$ cat src/rtl/scalar_wb_arbiter_pkg.sv
// Shared processor definitions for the scalar writeback path.
//   REG_IDX_W     : scalar register index width
//   WB_ALU/LOAD/VRED : writeback requester indices
//   GNT_ID_W      : width of the granted-requester id
//   WB_CNT_W      : width of the writeback counter
package scalar_wb_arbiter_pkg;

    localparam int REG_IDX_W = 5;
    localparam int GNT_ID_W  = 2;
    localparam int WB_CNT_W  = 16;

    localparam int WB_ALU  = 0;
    localparam int WB_LOAD = 1;
    localparam int WB_VRED = 2;

    typedef logic [REG_IDX_W-1:0] reg_idx_t;
    typedef logic [GNT_ID_W-1:0]  gnt_id_t;

endpackage

$ cat src/rtl/scalar_wb_arbiter_if.sv
// Writeback bus between the requesters and the scalar register file.
//   req_valid/req_rd/req_wd : per-requester write requests (requester side drives)
//   req_ready               : one-hot (or zero) acceptance
//   WES/RD/WD/gnt_id        : registered register-file write port
// master = requester/register-file side, slave = arbiter.
interface scalar_wb_arbiter_if
    import scalar_wb_arbiter_pkg::*;
#(
    parameter int WIDTH = 16,
    parameter int NREQ  = 3
);
    logic [NREQ-1:0]                 req_valid;
    logic [NREQ-1:0][REG_IDX_W-1:0]  req_rd;
    logic [NREQ-1:0][WIDTH-1:0]      req_wd;
    logic [NREQ-1:0]                 req_ready;

    logic                            WES;
    reg_idx_t                        RD;
    logic [WIDTH-1:0]                WD;
    gnt_id_t                         gnt_id;

    modport master (
        output req_valid, req_rd, req_wd,
        input  req_ready, WES, RD, WD, gnt_id
    );

    modport slave (
        input  req_valid, req_rd, req_wd,
        output req_ready, WES, RD, WD, gnt_id
    );

endinterface

$ cat src/rtl/scalar_wb_arbiter_rr_select.sv
// rr_select: combinational round-robin pick.
//   req_i  : request vector
//   last_i : index of the previous grant
//   gnt_o  : one-hot grant (zero when no request)
// Search starts at last_i+1 and wraps, so the previous winner is lowest priority.
module rr_select #(
    parameter int N     = 3,
    parameter int IDX_W = 2
) (
    input  logic [N-1:0]     req_i,
    input  logic [IDX_W-1:0] last_i,
    output logic [N-1:0]     gnt_o
);

    always_comb begin : sel
        int   idx;
        logic found;
        gnt_o = '0;
        found = 1'b0;
        idx   = 0;
        for (int k = 1; k <= N; k++) begin
            idx = int'(last_i) + k;
            if (idx >= N) idx = idx - N;
            if (!found && req_i[idx]) begin
                gnt_o[idx] = 1'b1;
                found      = 1'b1;
            end
        end
    end

endmodule

$ cat src/rtl/scalar_wb_arbiter.sv
// scalar_wb_arbiter: round-robin arbiter merging NREQ writeback requesters
// onto the single scalar register-file write port.
//   clk, rst  : clock, asynchronous active-high reset
//   flush     : squashes this cycle's grant (WES=0 next cycle)
//   bus       : requester handshake + registered WES/RD/WD/gnt_id
//   wb_count  : saturating count of writebacks put on the port
// NREQ legal range is 2..4 (gnt_id is 2 bits).
module scalar_wb_arbiter
    import scalar_wb_arbiter_pkg::*;
#(
    parameter int WIDTH = 16,
    parameter int NREQ  = 3
) (
    input  logic                   clk,
    input  logic                   rst,
    input  logic                   flush,
    scalar_wb_arbiter_if.slave     bus,
    output logic [WB_CNT_W-1:0]    wb_count
);

    logic [NREQ-1:0]      sel;
    logic [NREQ-1:0]      ready;
    logic                 xfer;
    gnt_id_t              gnt_idx;
    reg_idx_t             rd_mux;
    logic [WIDTH-1:0]     wd_mux;

    logic                 wes_q,  wes_d;
    reg_idx_t             rd_q,   rd_d;
    logic [WIDTH-1:0]     wd_q,   wd_d;
    gnt_id_t              gid_q,  gid_d;
    gnt_id_t              last_q, last_d;
    logic [WB_CNT_W-1:0]  cnt_q,  cnt_d;

    rr_select #(.N(NREQ), .IDX_W(GNT_ID_W)) u_rr (
        .req_i  (bus.req_valid),
        .last_i (last_q),
        .gnt_o  (sel)
    );

    // sel is already a subset of req_valid, so any ready bit is a transfer.
    assign ready         = (rst || flush) ? '0 : sel;
    assign xfer          = |ready;
    assign bus.req_ready = ready;

    always_comb begin
        gnt_idx = '0;
        rd_mux  = '0;
        wd_mux  = '0;
        for (int i = 0; i < NREQ; i++) begin
            if (ready[i]) begin
                gnt_idx = GNT_ID_W'(i);
                rd_mux  = bus.req_rd[i];
                wd_mux  = bus.req_wd[i];
            end
        end
    end

    // wb_count moves together with WES, so it already includes the write
    // currently on the port.
    always_comb begin
        wes_d  = xfer;
        rd_d   = xfer ? rd_mux  : rd_q;
        wd_d   = xfer ? wd_mux  : wd_q;
        gid_d  = xfer ? gnt_idx : gid_q;
        last_d = xfer ? gnt_idx : last_q;
        cnt_d  = cnt_q;
        if (wes_d && (cnt_q != {WB_CNT_W{1'b1}}))
            cnt_d = cnt_q + 1'b1;
    end

    // last_q resets to NREQ-1 so requester 0 wins the first arbitration.
    always_ff @(posedge clk or posedge rst) begin
        if (rst) begin
            wes_q  <= 1'b0;
            rd_q   <= '0;
            wd_q   <= '0;
            gid_q  <= '0;
            last_q <= GNT_ID_W'(NREQ - 1);
            cnt_q  <= '0;
        end else begin
            wes_q  <= wes_d;
            rd_q   <= rd_d;
            wd_q   <= wd_d;
            gid_q  <= gid_d;
            last_q <= last_d;
            cnt_q  <= cnt_d;
        end
    end

    assign bus.WES    = wes_q;
    assign bus.RD     = rd_q;
    assign bus.WD     = wd_q;
    assign bus.gnt_id = gid_q;
    assign wb_count   = cnt_q;

endmodule

$ cat src/flat_wrapper.sv
// flat-port wrapper written by rule: the top's interface ports become plain ports
module scalar_wb_arbiter_flat import scalar_wb_arbiter_pkg::*;
#(
    parameter int WIDTH = 16,
    parameter int NREQ  = 3
)
  (clk, rst, flush, wb_count, bus_req_valid, bus_req_rd, bus_req_wd, bus_req_ready, bus_WES, bus_RD, bus_WD, bus_gnt_id);
  scalar_wb_arbiter_if #(.WIDTH(WIDTH), .NREQ(NREQ)) bus_i ();
  input  logic clk;
  input  logic rst;
  input  logic flush;
  output logic [WB_CNT_W-1:0] wb_count;
  input wire logic [$bits(bus_i.req_valid)-1:0] bus_req_valid;
  input wire logic [$bits(bus_i.req_rd)-1:0] bus_req_rd;
  input wire logic [$bits(bus_i.req_wd)-1:0] bus_req_wd;
  output wire logic [$bits(bus_i.req_ready)-1:0] bus_req_ready;
  output wire logic [$bits(bus_i.WES)-1:0] bus_WES;
  output wire logic [$bits(bus_i.RD)-1:0] bus_RD;
  output wire logic [$bits(bus_i.WD)-1:0] bus_WD;
  output wire logic [$bits(bus_i.gnt_id)-1:0] bus_gnt_id;
  assign bus_i.req_valid = bus_req_valid;
  assign bus_i.req_rd = bus_req_rd;
  assign bus_i.req_wd = bus_req_wd;
  assign bus_req_ready = bus_i.req_ready;
  assign bus_WES = bus_i.WES;
  assign bus_RD = bus_i.RD;
  assign bus_WD = bus_i.WD;
  assign bus_gnt_id = bus_i.gnt_id;
  scalar_wb_arbiter #(.WIDTH(WIDTH), .NREQ(NREQ)) u_core (.clk(clk), .rst(rst), .flush(flush), .bus(bus_i), .wb_count(wb_count));
endmodule
$ cat config.mk
export PLATFORM = sky130hd
export DESIGN_NAME = scalar_wb_arbiter_flat
export DESIGN_NICKNAME = d
export VERILOG_FILES = /design/src/rtl/scalar_wb_arbiter_pkg.sv /design/src/rtl/scalar_wb_arbiter_if.sv /design/src/rtl/scalar_wb_arbiter_rr_select.sv /design/src/rtl/scalar_wb_arbiter.sv /design/src/flat_wrapper.sv
export SDC_FILE = /design/constraint.sdc
export NUM_CORES = 1
export LEC_CHECK = 0
export ABC_CLOCK_PERIOD_IN_PS = 4400
export CAP_MARGIN = 0
export CORE_MARGIN = 5
export CORE_UTILIZATION = 47
export CTS_CLUSTER_SIZE = 25
export DETAILED_ROUTE_END_ITERATION = 6
export HOLD_SLACK_MARGIN = 0.08
export PLACE_DENSITY = 0.86
export SLEW_MARGIN = 5
export SYNTH_ARGS = -nofsm -noshare
export SYNTH_HDL_FRONTEND = slang
export SYNTH_SLANG_ARGS = --single-unit
$ cat constraint.sdc
create_clock -name clk -period 4.4 [get_ports clk]
set_input_delay 0.88 -clock clk [delete_from_list [all_inputs] [get_ports clk]]
set_output_delay 0.88 -clock clk [all_outputs]
set_load 0.02 [all_outputs]
After elaboration in Yosys (flattened, before gate mapping)
Index checks and enable logic that the tools add are counted.
{"block": "totals", "register_bits": 42, "wordCells": 67}
{"block": "classes", "n_bitwise": 2, "mux": 32, "addsub": 7, "n_lt_le_gt_ge": 9, "reduce_logical": 10, "eq_ne": 1}
{"operator": "$ge 32x1->1 const B", "n": 3}
{"operator": "$lt 32x4->1 const B", "n": 3}
{"operator": "$mux 32", "n": 3}
{"operator": "$mux 16", "n": 3}
{"operator": "$ge 32x3->1 const B", "n": 1}
{"operator": "$sub 32x3->32 const B", "n": 1}
{"operator": "$add 16x1->16 const B", "n": 1}
{"operator": "$ne 16x16->1 const B", "n": 1}
{"operator": "$mux 5", "n": 3}
{"operator": "$mux 1", "n": 12}
{"operator": "$mux 3", "n": 4}
{"operator": "$sub 3x2->4 const B", "n": 2}
{"operator": "$add 2x2->3 const B", "n": 2}
{"operator": "$bmux 1 s2", "n": 3}
{"operator": "$demux 1 s2", "n": 3}
{"operator": "$ge 3x2->1 const B", "n": 2}
{"operator": "$logic_and 1x1->1", "n": 6}
{"operator": "$or 3x3->3", "n": 2}
{"operator": "$add 2x1->3 const B", "n": 1}
{"operator": "$reduce_or 3->1", "n": 1}
{"operator": "$logic_not 1->1", "n": 2}
{"operator": "$mux 2", "n": 1}
{"operator": "$logic_or 1x1->1", "n": 1}

Depth between registers and ports, before layout
{"block": "depth", "ltp_word": 17, "depth_mapped": 11, "depth_no_buf": 8}

Cells and area by module
From an unflattened synthesis, not the netlist that was laid out.
{"block": "unflattened", "hier_cells": 241, "hier_area_um2": 2378.5}
{"mod": "scalar_wb_arbiter", "area_each_um2": 2119.5, "n_inst": 1, "cells_each": 206, "seq_area_each_um2": 1027.2}
{"mod": "rr_select", "area_each_um2": 259.0, "n_inst": 1, "cells_each": 35, "seq_area_each_um2": 0.0}

Least setup slack after synthesis
Ideal clock, no wire load.
{"block": "synth_path", "path_type": "register -> output", "start": "register u_core.last_q[1]", "end": "output bus_req_ready[1]", "slack_ns": 1.250, "path_stages_with_launch": 9, "n_path_buf": 2, "required_time_ns": 3.520, "arrival_time_ns": 2.270, "cell_sequence": "dfstp_2 inv_1 ha_1 buf_2 mux2_2 o21ai_2 o311ai_2 clkbuf_2 a21oi_1"}
{"block": "synth_via", "elab_chain_len": 14, "word_cells_on_any_way": 48}
{"item": "start, declared", "line": "scalar_wb_arbiter.sv:32", "rtl": "gnt_id_t last_q, last_d;"}
{"item": "start signal, assigned", "line": "scalar_wb_arbiter.sv:79", "rtl": "last_q <= GNT_ID_W'(NREQ - 1);"}
{"item": "start signal, assigned", "line": "scalar_wb_arbiter.sv:86", "rtl": "last_q <= last_d;"}
{"item": "branches (longest 12 deep; another with $sub 32x3->32)"}
{"item": "$mux 3 (*)", "line": "scalar_wb_arbiter_rr_select.sv:24", "rtl": "if (!found && req_i[idx]) begin"}
{"item": "$mux 3 (*)", "line": "scalar_wb_arbiter.sv:42", "rtl": "assign ready = (rst || flush) ? '0 : sel;"}
{"item": "end, declared", "line": "flat_wrapper.sv:16", "rtl": "output wire logic [$bits(bus_i.req_ready)-1:0] bus_req_ready;"}
Mark *: on every way between the ends. The select of a mux whose other input is x is not followed.

Final worst setup path
{"block": "layout_path", "start": "register u_core.last_q[0]", "end": "output bus_req_ready[0]"}
The elaborated chain is that of the path after synthesis.

==> impl_summary.log <==
INFO  metric cts_root_buf = clkbuf_8
INFO  metric result_of_the_run = finished clean
INFO  metric kind_of_start_point_of_the_critical_path = register
INFO  metric post_synth_mux_area_share = 0.02354
INFO  metric critical_path_type = reg2out
INFO  metric final_hold_viol_count = 0
INFO  metric cts.clk_slew.worst_paths = approximately 0.070 ns
INFO  metric crit_path_max_fanout = 11
INFO  metric area_growth_syn_to_layout = 44.05%
INFO  metric max-clock-path-buffers = 2
INFO  metric maxCapViolCount = 0
INFO  metric yosysWarnings = 0
INFO  metric hold_buffers = 0
INFO  metric worst_pin_slew = 1.028 ns
INFO  metric yosysUniqueCellTypes = 51
INFO  metric ys_seq_area_frac = 0.3717
INFO  metric h-tree-depth = 2
INFO  metric leading_cell_type_in_the_layout_fill_and_taps_excluded = clkdlybuf4s50_1
INFO  metric setup_tns = 0 ns
INFO  metric globalRoute.totalOverflow = 0
INFO  metric synth_top_family_by_area = compound AO/OA/AOI/OAI gates
INFO  metric cp_data_required_time = about 3.5 ns
INFO  metric antenna_violations_before_repair = 0
INFO  metric final_max_slew_viol_count = 0
INFO  metric die_span_in_y = between 80 and 90 um
INFO  metric drive_above_1_share = 0.09231
INFO  metric post_cts_resize_count = 0
INFO  metric grt.total_usage = 0.2214
INFO  metric cts_tree = built
INFO  metric clock_skew = around 0.0091 ns
INFO  metric count_of_tritonroute_iterations_in_the_first_routing_pass = 5
INFO  metric first_global_vias = 2675
INFO  metric share_seq_of_total_power = 0.238
INFO  metric grt_first_pass_wirelength = about 13 mm
INFO  metric drc = 0
INFO  metric drtAntennaViolNets = 0
INFO  metric period_minus_slack = slightly below 4 ns
INFO  metric timing.fmax = between 200 and 300 MHz
INFO  metric synth_async_reset_ratio = 1.000
INFO  metric p_leak = about 1.7 nW
INFO  metric sw_frac_of_total = 0.4596
INFO  metric hold_ws = a little under 0.5 ns
INFO  metric irDropWorstVdd = 502.2 uV
INFO  metric critical_path.endpoint_type = output port
INFO  metric total_switching_power = 1.154 mW
INFO  metric synth_top_flop_cell = dfrtp_1
INFO  metric via_count = 2732
INFO  metric synth_compound_gate_area_share = 0.2743
INFO  metric ys_seq_elements = about 40
INFO  metric post_drt_via_cell_ratio = ~5.9
INFO  metric min-delay-path-class = reg2reg
INFO  metric ratio_of_total_power_to_cell_area = roughly 630 nW/um^2
INFO  metric fin_crit_sh = 0.8939
INFO  metric synthXorXnorAreaFrac = 0.04436
INFO  metric post_cts.repair.setup_buffers = 0
INFO  metric most-common-layout-cells = clkdlybuf4s50_1, dfrtp_1, and3_1
INFO  metric maximum_number_of_pins_on_one_net_before_global_route_repair = 42
INFO  metric maxSlewHeadroom = 0.3146
INFO  metric gp_congestion = 0.8755
INFO  metric dp_hpwl = around 6.0 mm
INFO  metric synthSimpleGateAreaFrac = 0.1634
INFO  metric worst_skew_pair.late_latency = around 0.29 ns
INFO  metric mappedNetlistArea = 2764 sq um
INFO  metric setup-violations-final = 0
INFO  metric total_clock_buffers_created_by_cts = 5
INFO  metric core_area = slightly below 6000 sq um
INFO  metric synth.avg_cell_area = 9.531 sq um
INFO  metric internal_power = approximately 1.4 mW
INFO  metric critical_path_at = slightly above 3 ns
INFO  metric row_count = 28
INFO  metric number_of_cells_produced_by_synthesis = 290
INFO  metric initial_drt_markers = 172
INFO  metric initial_utilization = 0.4753
INFO  metric drt-wirelength-per-cell = around 18 um
INFO  metric synth_fp_nets = between 300 and 400
INFO  metric sink_count = approximately 40
INFO  metric num-nets-final = 464
INFO  metric die_w = approximately 87 um
INFO  metric die_area = about 7500 sq um
INFO  metric route.final.wire_length = about 8.5 mm
INFO  metric grt_setup_unrepaired = false
INFO  metric share_of_synthesized_cell_area_in_full_adder_half_adder_and_majority_cells = 0.02716
INFO  metric synth_enable_flop_cells = 0
INFO  metric total_power_after_layout = 2.511 mW
INFO  metric clkPwrFrac = 0.127
INFO  metric numPortBuffers = around 110
INFO  metric antenna-diode-count = 0
INFO  metric io-pin-count = 112
INFO  metric power.share.combinational = 0.635
-- cells in the mapped netlist (all sizes together), types with 3 or more instances --
master / count / share of area
nand3: 9 / 0.016
o32ai: 21 / 0.067
a21boi: 4 / 0.011
nand2: 10 / 0.014
a221oi: 21 / 0.067
a21oi: 9 / 0.019
xnor2: 4 / 0.013
dfrtp: 40 / 0.36
o21ai: 24 / 0.045
buf: 17 / 0.046
nor3: 3 / 0.0095
clkbuf: 10 / 0.014
nor2: 10 / 0.019
o311ai: 3 / 0.015
inv: 26 / 0.035
xor2: 10 / 0.032
nand4: 3 / 0.0068
mux2: 4 / 0.016
a21o: 3 / 0.0081
and3: 29 / 0.066
ha: 6 / 0.027
and4: 4 / 0.014
-- power groups by stage --
stage          logic (mW)  clock network (mW)  registers, mW
3_5_place_dp         1.59                   0          0.601
5_1_grt              1.72               0.341          0.618
4_1_cts              1.59               0.322          0.596
6_report             1.59               0.320          0.597
2_1_floorplan        1.04                   0          0.722
3_3_place_gp         1.56                   0          0.596
-- per-stage QoR --
| step | instance area, sq um | setup slack, ns | cells | util |
|---|---|---|---|---|
| after floorplan | 2764 | 1.250 | 290 | - |
| after global placement | 3865 | 0.6028 | 457 | 0.6646 |
| after detailed placement | 3865 | 0.5131 | 457 | 0.6646 |
| after CTS | 3981 | 0.4618 | 465 | 0.6846 |
| after global routing | 3981 | 0.2689 | 465 | 0.6846 |
| final | 3981 | 0.4668 | 465 | 0.6846 |
-- flip-flops by register name, summed over array words and instances (netlist names) --
| register | flops |
|---|---|
| u_core.bus.WD | 16 |
| u_core.wb_count | 16 |
| u_core.bus.RD | 5 |
| u_core.last_q | 2 |
| u_core.bus.WES | 1 |
| u_core.bus.gnt_id | 1 |
-- routing by layer --
| metal | wire [um] | global-route usage |
|---|---|---|
| met1 | 3563 | 0.2908 |
| met4 | 72 | 0.04958 |
| met2 | 4174 | 0.3700 |
| met5 | 0 | 0 |
| met3 | 646 | 0.05323 |
-- logic make-up after synthesis --
family,Yosys count
flops,41
simple gates,75
buf+inv,53
mux,6
compound gates,95
xor+xnor,14
fa+ha+maj,6
-- final cells by class --
type                       instances  area, sq um
timing repair buffer             119         1171
clock buffer                       7        86.33
clock inverter                     1        30.03
inverter                          26        97.59
tap                               75        93.84
fill                             492         1834
sequential                        41         1027
multi-input combinational        196         1475
-- final timing paths --
path	from	endpoint	slack, ns	cells past startpoint
min	u_core.bus.gnt_id[1]$_DFFE_PP0P_	u_core.bus.gnt_id[1]$_DFFE_PP0P_	0.49	1
min reg2reg	u_core.bus.gnt_id[1]$_DFFE_PP0P_	u_core.bus.gnt_id[1]$_DFFE_PP0P_	0.49	1
max reg2reg	u_core.last_q[0]$_DFFE_PP0P_	u_core.bus.WD[4]$_DFFE_PP0P_	0.78	10
min in group asynchronous	rst	u_core.wb_count[4]$_DFFE_PP0P_	1.09	3
max in group asynchronous	rst	u_core.last_q[0]$_DFFE_PP0P_	2.94	3
max	u_core.last_q[0]$_DFFE_PP0P_	bus_req_ready[0]	0.47	7
-- worst max-delay path: stages, from the launching register on --
cell	delay, ns
dfrtp_1	0.47
inv_1	0.15
ha_1	0.50
mux2_2	0.41
o21ai_2	0.16
o311ai_1	0.17
a31oi_1	0.25
clkdlybuf4s50_1	0.65
Power figures use the tool's default switching activity.
